`config.mk`:
```
export PLATFORM = sky130hd
export DESIGN_NAME = uart_tx_launch_fifo
export DESIGN_NICKNAME = d
export VERILOG_FILES = /design/src/rtl/uart_tx_launch_fifo.sv
export SDC_FILE = /design/constraint.sdc
export NUM_CORES = 1
export LEC_CHECK = 0
export ABC_AREA = 1
export BUFFER_PORTS_ARGS = -buffer_cell sky130_fd_sc_hd__buf_2
export CORE_ASPECT_RATIO = 1.75
export CORE_MARGIN = 2
export CORE_UTILIZATION = 39
export CTS_CLUSTER_DIAMETER = 80
export DETAILED_ROUTE_END_ITERATION = 6
export GPL_TIMING_DRIVEN = 1
export PLACE_DENSITY = 0.59
export SKIP_CTS_REPAIR_TIMING = 1
export SLEW_MARGIN = 20
export SYNTH_ARGS = -nofsm -noshare
export SYNTH_HDL_FRONTEND = slang
export SYNTH_SLANG_ARGS = --single-unit
```
`constraint.sdc`:
```
create_clock -name clk -period 2.05 [get_ports clk]
set_input_delay 0.41 -clock clk [delete_from_list [all_inputs] [get_ports clk]]
set_output_delay 0.41 -clock clk [all_outputs]
set_load 0.05 [all_outputs]
```
`src/rtl/uart_tx_launch_fifo.sv`:
```
// Byte FIFO feeding the TX bit-select stage: pops one byte into a held register,
// pulses tx_en, and waits for tx_done before launching the next frame.
module uart_tx_launch_fifo #(
  parameter int DATA_W = 8,
  parameter int ADDR_W = 4
) (
  input  logic              clk,
  input  logic              areset_n,
  input  logic              reset,
  input  logic              wr_en,
  input  logic [DATA_W-1:0] wr_data,
  input  logic              tx_done,
  output logic              tx_en,
  output logic [DATA_W-1:0] tx_data,
  output logic              full,
  output logic              empty,
  output logic [ADDR_W:0]   count,
  output logic              overflow,
  output logic              launch_busy
);

  localparam int unsigned DEPTH = 2 ** ADDR_W;
  localparam logic [ADDR_W:0] FULL_CNT = {1'b1, {ADDR_W{1'b0}}};

  typedef enum logic [1:0] {
    IDLE      = 2'd0,
    LAUNCH    = 2'd1,
    WAIT_DONE = 2'd2
  } state_e;

  state_e            state_q, state_d;
  logic [ADDR_W-1:0] wr_ptr_q, wr_ptr_d;
  logic [ADDR_W-1:0] rd_ptr_q, rd_ptr_d;
  logic [ADDR_W:0]   count_q, count_d;
  logic [DATA_W-1:0] tx_data_q, tx_data_d;
  logic              overflow_q, overflow_d;
  logic              pop;
  logic              push;
  logic [DATA_W-1:0] mem [0:DEPTH-1];

  assign empty       = (count_q == '0);
  assign full        = (count_q == FULL_CNT);
  assign count       = count_q;
  assign tx_data     = tx_data_q;
  assign overflow    = overflow_q;
  assign tx_en       = (state_q == LAUNCH);
  assign launch_busy = (state_q != IDLE);

  always_comb begin
    pop       = 1'b0;
    push      = 1'b0;
    state_d   = state_q;
    wr_ptr_d  = wr_ptr_q;
    rd_ptr_d  = rd_ptr_q;
    count_d   = count_q;
    tx_data_d = tx_data_q;

    case (state_q)
      IDLE:      pop = !empty;
      WAIT_DONE: pop = tx_done && !empty;
      default:   pop = 1'b0;
    endcase

    // A pop frees a slot this cycle, so a write while full still lands.
    push       = wr_en && (!full || pop);
    overflow_d = wr_en && full && !pop;

    case (state_q)
      IDLE:      if (pop) state_d = LAUNCH;
      LAUNCH:    state_d = WAIT_DONE;
      WAIT_DONE: if (tx_done) state_d = pop ? LAUNCH : IDLE;
      default:   state_d = IDLE;
    endcase

    if (pop) begin
      tx_data_d = mem[rd_ptr_q];
      rd_ptr_d  = rd_ptr_q + 1'b1;
    end
    if (push) begin
      wr_ptr_d = wr_ptr_q + 1'b1;
    end
    case ({push, pop})
      2'b10:   count_d = count_q + 1'b1;
      2'b01:   count_d = count_q - 1'b1;
      default: count_d = count_q;
    endcase

    if (reset) begin
      state_d    = IDLE;
      wr_ptr_d   = '0;
      rd_ptr_d   = '0;
      count_d    = '0;
      tx_data_d  = '0;
      overflow_d = 1'b0;
    end
  end

  always_ff @(posedge clk or negedge areset_n) begin
    if (!areset_n) begin
      state_q    <= IDLE;
      wr_ptr_q   <= '0;
      rd_ptr_q   <= '0;
      count_q    <= '0;
      tx_data_q  <= '0;
      overflow_q <= 1'b0;
    end else begin
      state_q    <= state_d;
      wr_ptr_q   <= wr_ptr_d;
      rd_ptr_q   <= rd_ptr_d;
      count_q    <= count_d;
      tx_data_q  <= tx_data_d;
      overflow_q <= overflow_d;
    end
  end

  // Storage is deliberately left out of reset.
  always_ff @(posedge clk) begin
    if (push && !reset) begin
      mem[wr_ptr_q] <= wr_data;
    end
  end

endmodule

```
==> flow_summary.ini, run 1 <==
[outcome]
status = finished clean

[cells_and_area]
drive_above_1_share_pct = 19.6
fin_nets = 679
final_common_cell = nand2_1
layout_common_cells = nand2_1 (202), edfxtp_1 (128), nand3_1 (62), nor2_1 (43), inv_1 (39)
syn2layout_area_growth_pct = 14.7
final_util_pct = 45.3
antennaDiodeCount = 0

[worst_setup_path]
critical_path.endpoint_type = flop
cp_top_family = simple AND/OR/NAND/NOR gates
crit_chain = inv_2 > nor2_4 > nor2_4 > o21ai_4 > inv_2 > nand2_4 > nor2_1
cp_slowest_cell = nor2_1
rrSetupSlack_ns = 0.11
crit_fanout = 12
worstSetupStartpointType = flop
path_buf_inv = 2
cp_data_required_time_ns = 2.11
crit_arrival_ns = 2.01
critPathMaxStageDelay_ns = 0.56
crit_type = reg2reg

[pwr]
pwr-share-clk_pct = 31.8
netSwitchingFraction_pct = 37.2
power_mw = 9.47
p_sw_mw = 3.52
combPwrFrac_pct = 29.7
cellPowerDensity_mw_per_mm2 = 1210
ir_drop_v = 0.000773
seqPwrFrac_pct = 38.5
p_int_mw = 5.95
p_leak_nw = 3.15

[die]
core_area_mm2 = 0.0173
initial_core_util_pct = 39.5
fp-row-count = 64
die_x_um = 104
die_area_mm2 = 0.0187
die_h_um = 179
num_io_pins = 31

[timing]
tightest_slew_ns = 0.661
clock.fmax_ghz = 0.515
relSlewSlack_pct = 55.8
final.min_clock_period_ns = 1.94
setup_viol = 0
setup_slack_ns = 0.108
hold_viol = 0
fin_skew_ns = 0.0150
rsz0062_at_grt = true
fin_crit_sh_pct = 94.7
drv_slew = 0

[placement]
dp_slack_ns = 0.0183
port_buffers = 30
dp_hpwl_um = 10500
routabilityCongestion = 0.801

[route]
first_iter_violations = 252
wl_um = 15300
ant_nets = 0
drc = 0
first_pass_iters = 4
vias = 4368
post_drt_via_cell_ratio = 4.85
wl_per_cell_um = 17.0

[cts]
clock_sinks = 152
cts_buffers = 17
path_clk_slew_ns = 0.07
cts_buffer_depth = 2
htree_levels = 4
cts-root-buf = clkbuf_16
clk_latency_ns = 0.43
cts_tree = yes

[global_routing]
first_global_vias = 4466
grt_pass1_wl_um = 23900
antenna_found_initial = 0
grt_usage_pct = 17.4
grt_util_met3_pct = 3.56
grt.met2_usage_pct = 32.8
grt_max_degree = 79
busiest_layer = met2
use_met1_pct = 18.3
grt-ovfl-total = 0

[yosys]
yosys_warnings = 0
seq_area_frac_synth_pct = 65.0
synth_area_leaders = edfxtp_1 (56%), nand2_1 (11%), dfrtp_1 (8.8%)
yosysUniqueCellTypes = 32
synth_top_cell_area_share_pct = 56.2
netlist_instances = 618
synth_nets = 640
synth_seq_cells = 152
postSynthAreaPerCell_um2 = 11.1
syn_area_mm2 = 0.00684
synth_top_cell_by_area = edfxtp_1

[hold_path]
hp-class = in2reg

[flow_run]
cap_viol_max_count = 0
-- through the flow --
stage | cell area [µm²] | instances | hold slack, ns | TNS, ns
6_report | 7840 | 901 | 0.312 | 0
5_1_grt | 7840 | 901 | 0.297 | -0.0373
4_1_cts | 7810 | 900 | -0.0274 | 0
3_5_place_dp | 7240 | 868 | 0.428 | 0
3_3_place_gp | 7240 | 868 | 0.414 | 0
2_1_floorplan | 6850 | 618 | 0.114 | 0
-- routing by layer --
layer,routed length (µm),share of wire (%)
met3,486,3.2
met4,368,2.4
met1,5780,38
met2,8690,57
met5,0,0
-- worst paths after layout --
kind,from,to,cells past startpoint
min in group asynchronous,areset_n,tx_data[0]$_DFFE_PN0P_,2
worst max-delay path,state_q[1]$_DFFE_PN0P_,mem[2][4]$_DFFE_PP_,7
worst max register to register,state_q[1]$_DFFE_PN0P_,mem[2][4]$_DFFE_PP_,7
worst min-delay path,reset,wr_ptr_q[2]$_DFFE_PN0P_,2
max in group asynchronous,areset_n,count[0]$_DFFE_PN0P_,2
worst min register to register,tx_data[0]$_DFFE_PN0P_,tx_data[0]$_DFFE_PN0P_,2
-- flip-flops by register name (all words and copies together) (netlist names) --
name / cells
tx_data: 8
overflow: 1
wr_ptr_q: 4
state_q: 2
count: 5
mem: 128
rd_ptr_q: 4
-- final cells by class --
cell class                 count  area, µm²
sequential                   152       4450
tap                          231        289
clock inverter                15        146
timing repair buffer          44        283
fill                        1643       9450
clock buffer                  17        425
inverter                      45        171
multi-input combinational    397       2080
-- power groups by stage --
| stage | combinational, mW | sequential, mW | clock, mW |
|---|---|---|---|
| final | 2.81 | 3.64 | 3.01 |
| after global routing | 3.08 | 3.66 | 3.21 |
| after CTS | 2.82 | 3.64 | 3.08 |
| after detailed placement | 2.81 | 3.71 | 0 |
| after global placement | 2.75 | 3.70 | 0 |
| after floorplan | 1.83 | 3.96 | 0 |
-- cells in the mapped netlist --
cell      instances
nand2_1         202
edfxtp_1        128
nand3_1          62
nor2_1           47
inv_1            39
dfrtp_1          24
nor2_4           16
buf_2            12
o21ai_0          12
o211ai_2          9
ha_1              8
nand3_2           7
a21oi_1           5
buf_6             5
nand3b_1          5
o21ai_1           5
inv_2             4
buf_4             3
clkbuf_1          3
o211ai_1          3
clkinv_2          2
nand2_4           2
nand3_4           2
nor3_1            2
o31ai_1           2
xnor2_1           2
xor2_1            2
a21oi_4           1
buf_12            1
fa_1              1
nand2_2           1
o21ai_4           1
-- cells by family after synthesis --
| logic type | count (synthesis) | synth area share (%) |
|---|---|---|
| AO/OA/AOI/OAI | 38 | 4.28 |
| buffers and inverters | 69 | 4.99 |
| XOR/XNOR | 4 | 0.512 |
| AND/OR/NAND/NOR | 346 | 23.5 |
| adder cells (fa/ha/maj) | 9 | 1.76 |
| flip-flops | 152 | 65.0 |
No activity file was read; power rests on OpenSTA's default activity.
==> run 2: changes to the inputs <==
--- a/config.mk
+++ b/config.mk
@@ -10,6 +10,7 @@
 export CORE_ASPECT_RATIO = 1.75
 export CORE_MARGIN = 2
 export CORE_UTILIZATION = 39
+export CTS_BUF_LIST = sky130_fd_sc_hd__clkbuf_4
 export CTS_CLUSTER_DIAMETER = 80
 export DETAILED_ROUTE_END_ITERATION = 6
 export GPL_TIMING_DRIVEN = 1
==> flow_summary.ini, run 2 (synthesis gave the netlist of run 1 again) <==
[hold_path]
worstHoldStart = reset
hp-class = in2reg

[cts]
path_clk_slew_ns = 0.14
cts-root-buf = clkbuf_4
clk_latency_ns = 0.55
cts_buffer_depth = 2
htree_levels = 4
cts_tree = yes
cts_buffers = 17
clock_sinks = 152

[worst_setup_path]
timing.rr.start = state_q[1]$_DFFE_PN0P_
crit_fanout = 5
crit_type = reg2out
worstSetupStartpointType = flop
crit_start = count[0]$_DFFE_PN0P_
cp_data_required_time_ns = 1.64
critical_path.endpoint_type = output port
crit_arrival_ns = 1.55

[pwr]
seqPwrFrac_pct = 43.3
combPwrFrac_pct = 35.6
ir_drop_v = 0.000649
cellPowerDensity_mw_per_mm2 = 1100
netSwitchingFraction_pct = 40.5
p_leak_nw = 3.05
power_mw = 8.41
p_int_mw = 5.01
p_sw_mw = 3.40
pwr-share-clk_pct = 21.1

[global_routing]
grt_max_degree = 79
grt_pass1_wl_um = 23600
antenna_found_initial = 1
grt-ovfl-total = 0
grt_usage_pct = 17.1
first_global_vias = 4435

[timing]
fin_skew_ns = 0.0276
hold_slack_ns = 0.180
relSlewSlack_pct = 55.4
hold_viol = 0
final.min_clock_period_ns = 1.96
fin_crit_sh_pct = 95.5
tightest_slew_ns = 0.667
setup_viol = 0
rsz0062_at_grt = true
clock.fmax_ghz = 0.511
drv_slew = 0

[cells_and_area]
drive_above_1_share_pct = 20.4
final_common_cell = nand2_1
top_register = mem
fin_nets = 686
largest_reg_flops = 128
fillerInstances = 1683
fin_cells = 909
layout_common_cells = nand2_1 (202), edfxtp_1 (128), nand3_1 (62), nor2_1 (45), inv_1 (39)
syn2layout_area_growth_pct = 11.6

[route]
ant_nets = 0
first_pass_iters = 4
wl_per_cell_um = 16.8
first_iter_violations = 267
post_drt_via_cell_ratio = 4.85
wl_um = 15300
drc = 0
vias = 4405

[die]
core_area_mm2 = 0.0173
die_area_mm2 = 0.0187
initial_core_util_pct = 39.5
fp-row-count = 64
die_h_um = 179
die_x_um = 104
num_io_pins = 31

[placement]
dp.cells = 868
dp_hpwl_um = 10500
port_buffers = 30
routabilityCongestion = 0.801

[flow_run]
cap_viol_max_count = 0

[outcome]
status = finished clean
## run 2: final cells by class
| cell class | count | area, µm² | share of cell area, % |
|---|---|---|---|
| repair buffers | 51 | 348 | 4.56 |
| diodes | 1 | 2.50 | 0.0328 |
| inverters | 45 | 171 | 2.25 |
| clock buffers | 17 | 128 | 1.67 |
| well taps | 231 | 289 | 3.79 |
| multi-input cells | 397 | 2100 | 27.5 |
| clock inverters | 15 | 146 | 1.92 |
| flip-flops and latches | 152 | 4450 | 58.3 |
## run 2: path summary, 6_finish.rpt
check | end | slack [ns] | cells past startpoint
worst max-delay path | empty | 0.09 | 4
worst min-delay path | state_q[0]$_DFFE_PN0P_ | 0.18 | 2
worst max register to register | mem[9][5]$_DFFE_PP_ | 0.12 | 7
worst min register to register | tx_data[0]$_DFFE_PN0P_ | 0.49 | 2
max in group asynchronous | count[1]$_DFFE_PN0P_ | 1.27 | 2
min in group asynchronous | rd_ptr_q[0]$_DFFE_PN0P_ | 0.39 | 2
## run 2: critical path, cell delays in order (launching register included)
cell and delay (ns):
dfrtp_2 0.47, nor2_4 0.18, nand3_4 0.11, inv_1 0.09, buf_6 0.16
## run 2: metrics by stage
step                area (µm²)  setup TNS, ns  setup WS, ns  util [%]
floorplan                 6850              0        0.0393         -
global placement          7240              0        0.0488      41.9
detailed placement        7240              0        0.0183      41.9
CTS                       7510         -0.170        -0.108      43.4
global route              7630        -0.0270       -0.0270      44.1
finish                    7630              0        0.0918      44.1
## run 2: layer usage
| metal | track usage (%) | wire length, µm | vias up |
|---|---|---|---|
| li1 | - | - | 2175 |
| met1 | 18.1 | 5890 | 2128 |
| met2 | 32.6 | 8560 | 83 |
| met3 | 2.69 | 418 | 19 |
| met4 | 8.50 | 431 | 0 |
| met5 | 0 | 0 | - |
## run 2: power groups by stage
stage | registers, mW | clock network [mW] | logic (mW)
6_report | 3.64 | 1.78 | 2.99
5_1_grt | 3.66 | 1.96 | 3.26
4_1_cts | 3.64 | 1.85 | 2.81
3_5_place_dp | 3.71 | 0 | 2.81
3_3_place_gp | 3.70 | 0 | 2.75
2_1_floorplan | 3.96 | 0 | 1.83
==> run 3: changes to the inputs <==
--- a/config.mk
+++ b/config.mk
@@ -9,14 +9,14 @@
 export BUFFER_PORTS_ARGS = -buffer_cell sky130_fd_sc_hd__buf_2
 export CORE_ASPECT_RATIO = 1.75
 export CORE_MARGIN = 2
-export CORE_UTILIZATION = 39
+export CORE_UTILIZATION = 30
 export CTS_BUF_LIST = sky130_fd_sc_hd__clkbuf_4
 export CTS_CLUSTER_DIAMETER = 80
 export DETAILED_ROUTE_END_ITERATION = 6
 export GPL_TIMING_DRIVEN = 1
-export PLACE_DENSITY = 0.59
+export PLACE_DENSITY = 0.49
+export RECOVER_POWER = 50
 export SKIP_CTS_REPAIR_TIMING = 1
-export SLEW_MARGIN = 20
 export SYNTH_ARGS = -nofsm -noshare
 export SYNTH_HDL_FRONTEND = slang
 export SYNTH_SLANG_ARGS = --single-unit
==> flow_summary.ini, run 3 (synthesis gave the netlist of run 1 again) <==
[outcome]
status = finished clean

[cts]
clk_latency_ns = 0.54
cts_buffers = 17
cts_tree = yes
cts_buffer_depth = 2
htree_levels = 4
cts-root-buf = clkbuf_4
clock_sinks = 152
path_clk_slew_ns = 0.11

[timing]
setup_viol = 0
final.min_clock_period_ns = 1.99
tightest_slew_ns = 1.38
clock.fmax_ghz = 0.502
hold_slack_ns = 0.185
rsz0062_at_grt = true
fin_crit_sh_pct = 97.2
setup_slack_ns = 0.0583
drv_slew = 0
hold_viol = 0
fin_skew_ns = 0.0143
relSlewSlack_pct = 7.82

[global_routing]
use_met1_pct = 14.9
grt_max_degree = 35
antenna_found_initial = 1
grt-ovfl-total = 0
first_global_vias = 4562
grt.met2_usage_pct = 27.4
grt_usage_pct = 14.4
grt_pass1_wl_um = 25700
busiest_layer = met2
grt_util_met3_pct = 2.88

[worst_setup_path]
critPathMaxStageDelay_ns = 0.47
crit_type = reg2out
cp_slowest_cell = dfrtp_2
crit_arrival_ns = 1.58
cp_data_required_time_ns = 1.64
r2r_cells = 12
crit_chain = nor2_4 > nand3_2 > buf_6 > inv_4 > buf_8
crit_fanout = 5
reg2reg_to = count[4]$_DFFE_PN0P_
timing.rr.start = state_q[1]$_DFFE_PN0P_
rrSetupSlack_ns = 0.07
worstSetupStartpointType = flop
critical_path.endpoint_type = output port

[cells_and_area]
final_common_cell = nand2_1
fin_nets = 693
largest_reg_flops = 128
layout_common_cells = nand2_1 (202), edfxtp_1 (128), nand3_1 (62), nor2_1 (46), inv_1 (37)
top_register = mem
syn2layout_area_growth_pct = 13.6
fillerInstances = 2269
drive_above_1_share_pct = 19.5

[die]
die_x_um = 118
num_io_pins = 31
die_area_mm2 = 0.0241
core_area_mm2 = 0.0226
die_h_um = 204
initial_core_util_pct = 30.3
fp-row-count = 73

[route]
first_pass_iters = 4
wl_um = 16500
post_drt_via_cell_ratio = 4.45
ant_nets = 0
first_iter_violations = 231
drc = 0
vias = 4368
wl_per_cell_um = 16.8

[pwr]
p_leak_nw = 3.08
cellPowerDensity_mw_per_mm2 = 1120
ir_drop_v = 0.000662

[hold_path]
min_to = overflow$_DFF_PN0_
min_path_cells = 3
worstHoldStart = wr_en
hp-class = in2reg

[flow_run]
cap_viol_max_count = 0

[placement]
routabilityCongestion = 0.859
dp_slack_ns = -0.0225
port_buffers = 30
dp_hpwl_um = 11500
run 3: changes by cell type in the layout (fill, tap and decap cells not counted), moves of 4 or more:
cell	previous run	this run
buf_4	18	24
buf_2	28	19
clkbuf_1	0	9
inv_8	5	0
inv_6	7	0
clkbuf_4	17	21
bufinv_16	0	4
run 3: cell type report:
cell class                      instances  area, µm²  area share, %
Sequential cell                       152       4450           57.3
Multi-Input combinational cell        397       2060           26.5
Timing Repair Buffer                   58        397           5.10
Tap cell                              300        375           4.83
Inverter                               45        174           2.24
Clock buffer                           21        158           2.03
Clock inverter                          8        150           1.93
Antenna cell                            1       2.50         0.0322
run 3: worst max-delay path by stage:
stage	slack, ns	depth (start not counted)	startpoint	to
CTS	-0.16	5	count[1]$_DFFE_PN0P_	empty
global placement	0.08	14	tx_done	count[4]$_DFFE_PN0P_
floorplan	0.04	13	count[1]$_DFFE_PN0P_	count[4]$_DFFE_PN0P_
global route	-0.07	5	count[0]$_DFFE_PN0P_	empty
finish	0.06	5	count[0]$_DFFE_PN0P_	empty
detailed placement	-0.02	14	tx_done	count[4]$_DFFE_PN0P_
run 3: per-stage QoR:
step           area (µm²)  instances  setup TNS [ns]  util, %  total power [mW]
6_report             7770        982               0     34.4              8.71
2_1_floorplan        6850        618               0        -              5.78
5_1_grt              7770        982          -0.119     34.4              9.23
4_1_cts              7710        976          -0.222     34.2              8.65
3_3_place_gp         7400        947               0     32.8              6.59
3_5_place_dp         7400        947         -0.0225     32.8              6.63
run 3: metal layers:
layer,up-vias,wire length (µm)
met5,-,0
met4,0,541
met3,25,404
met2,77,9250
met1,2085,6270
li1,2181,-
run 3: critical path: cells and delay by family (launching register included):
family | cells | cell delay, ns
buffers and inverters | 3 | 0.31
AND/OR/NAND/NOR | 2 | 0.26
flip-flops | 1 | 0.47
run 3: where the power goes:
part / total (mW) / switching (mW) / leakage [nW] / internal, mW
sequential: 3.64 / 0.144 / 1.47 / 3.50
clock: 2.00 / 0.998 / 0.165 / 1.00
combinational: 3.07 / 2.07 / 1.45 / 1.00
total: 8.71 / 3.21 / 3.08 / 5.50
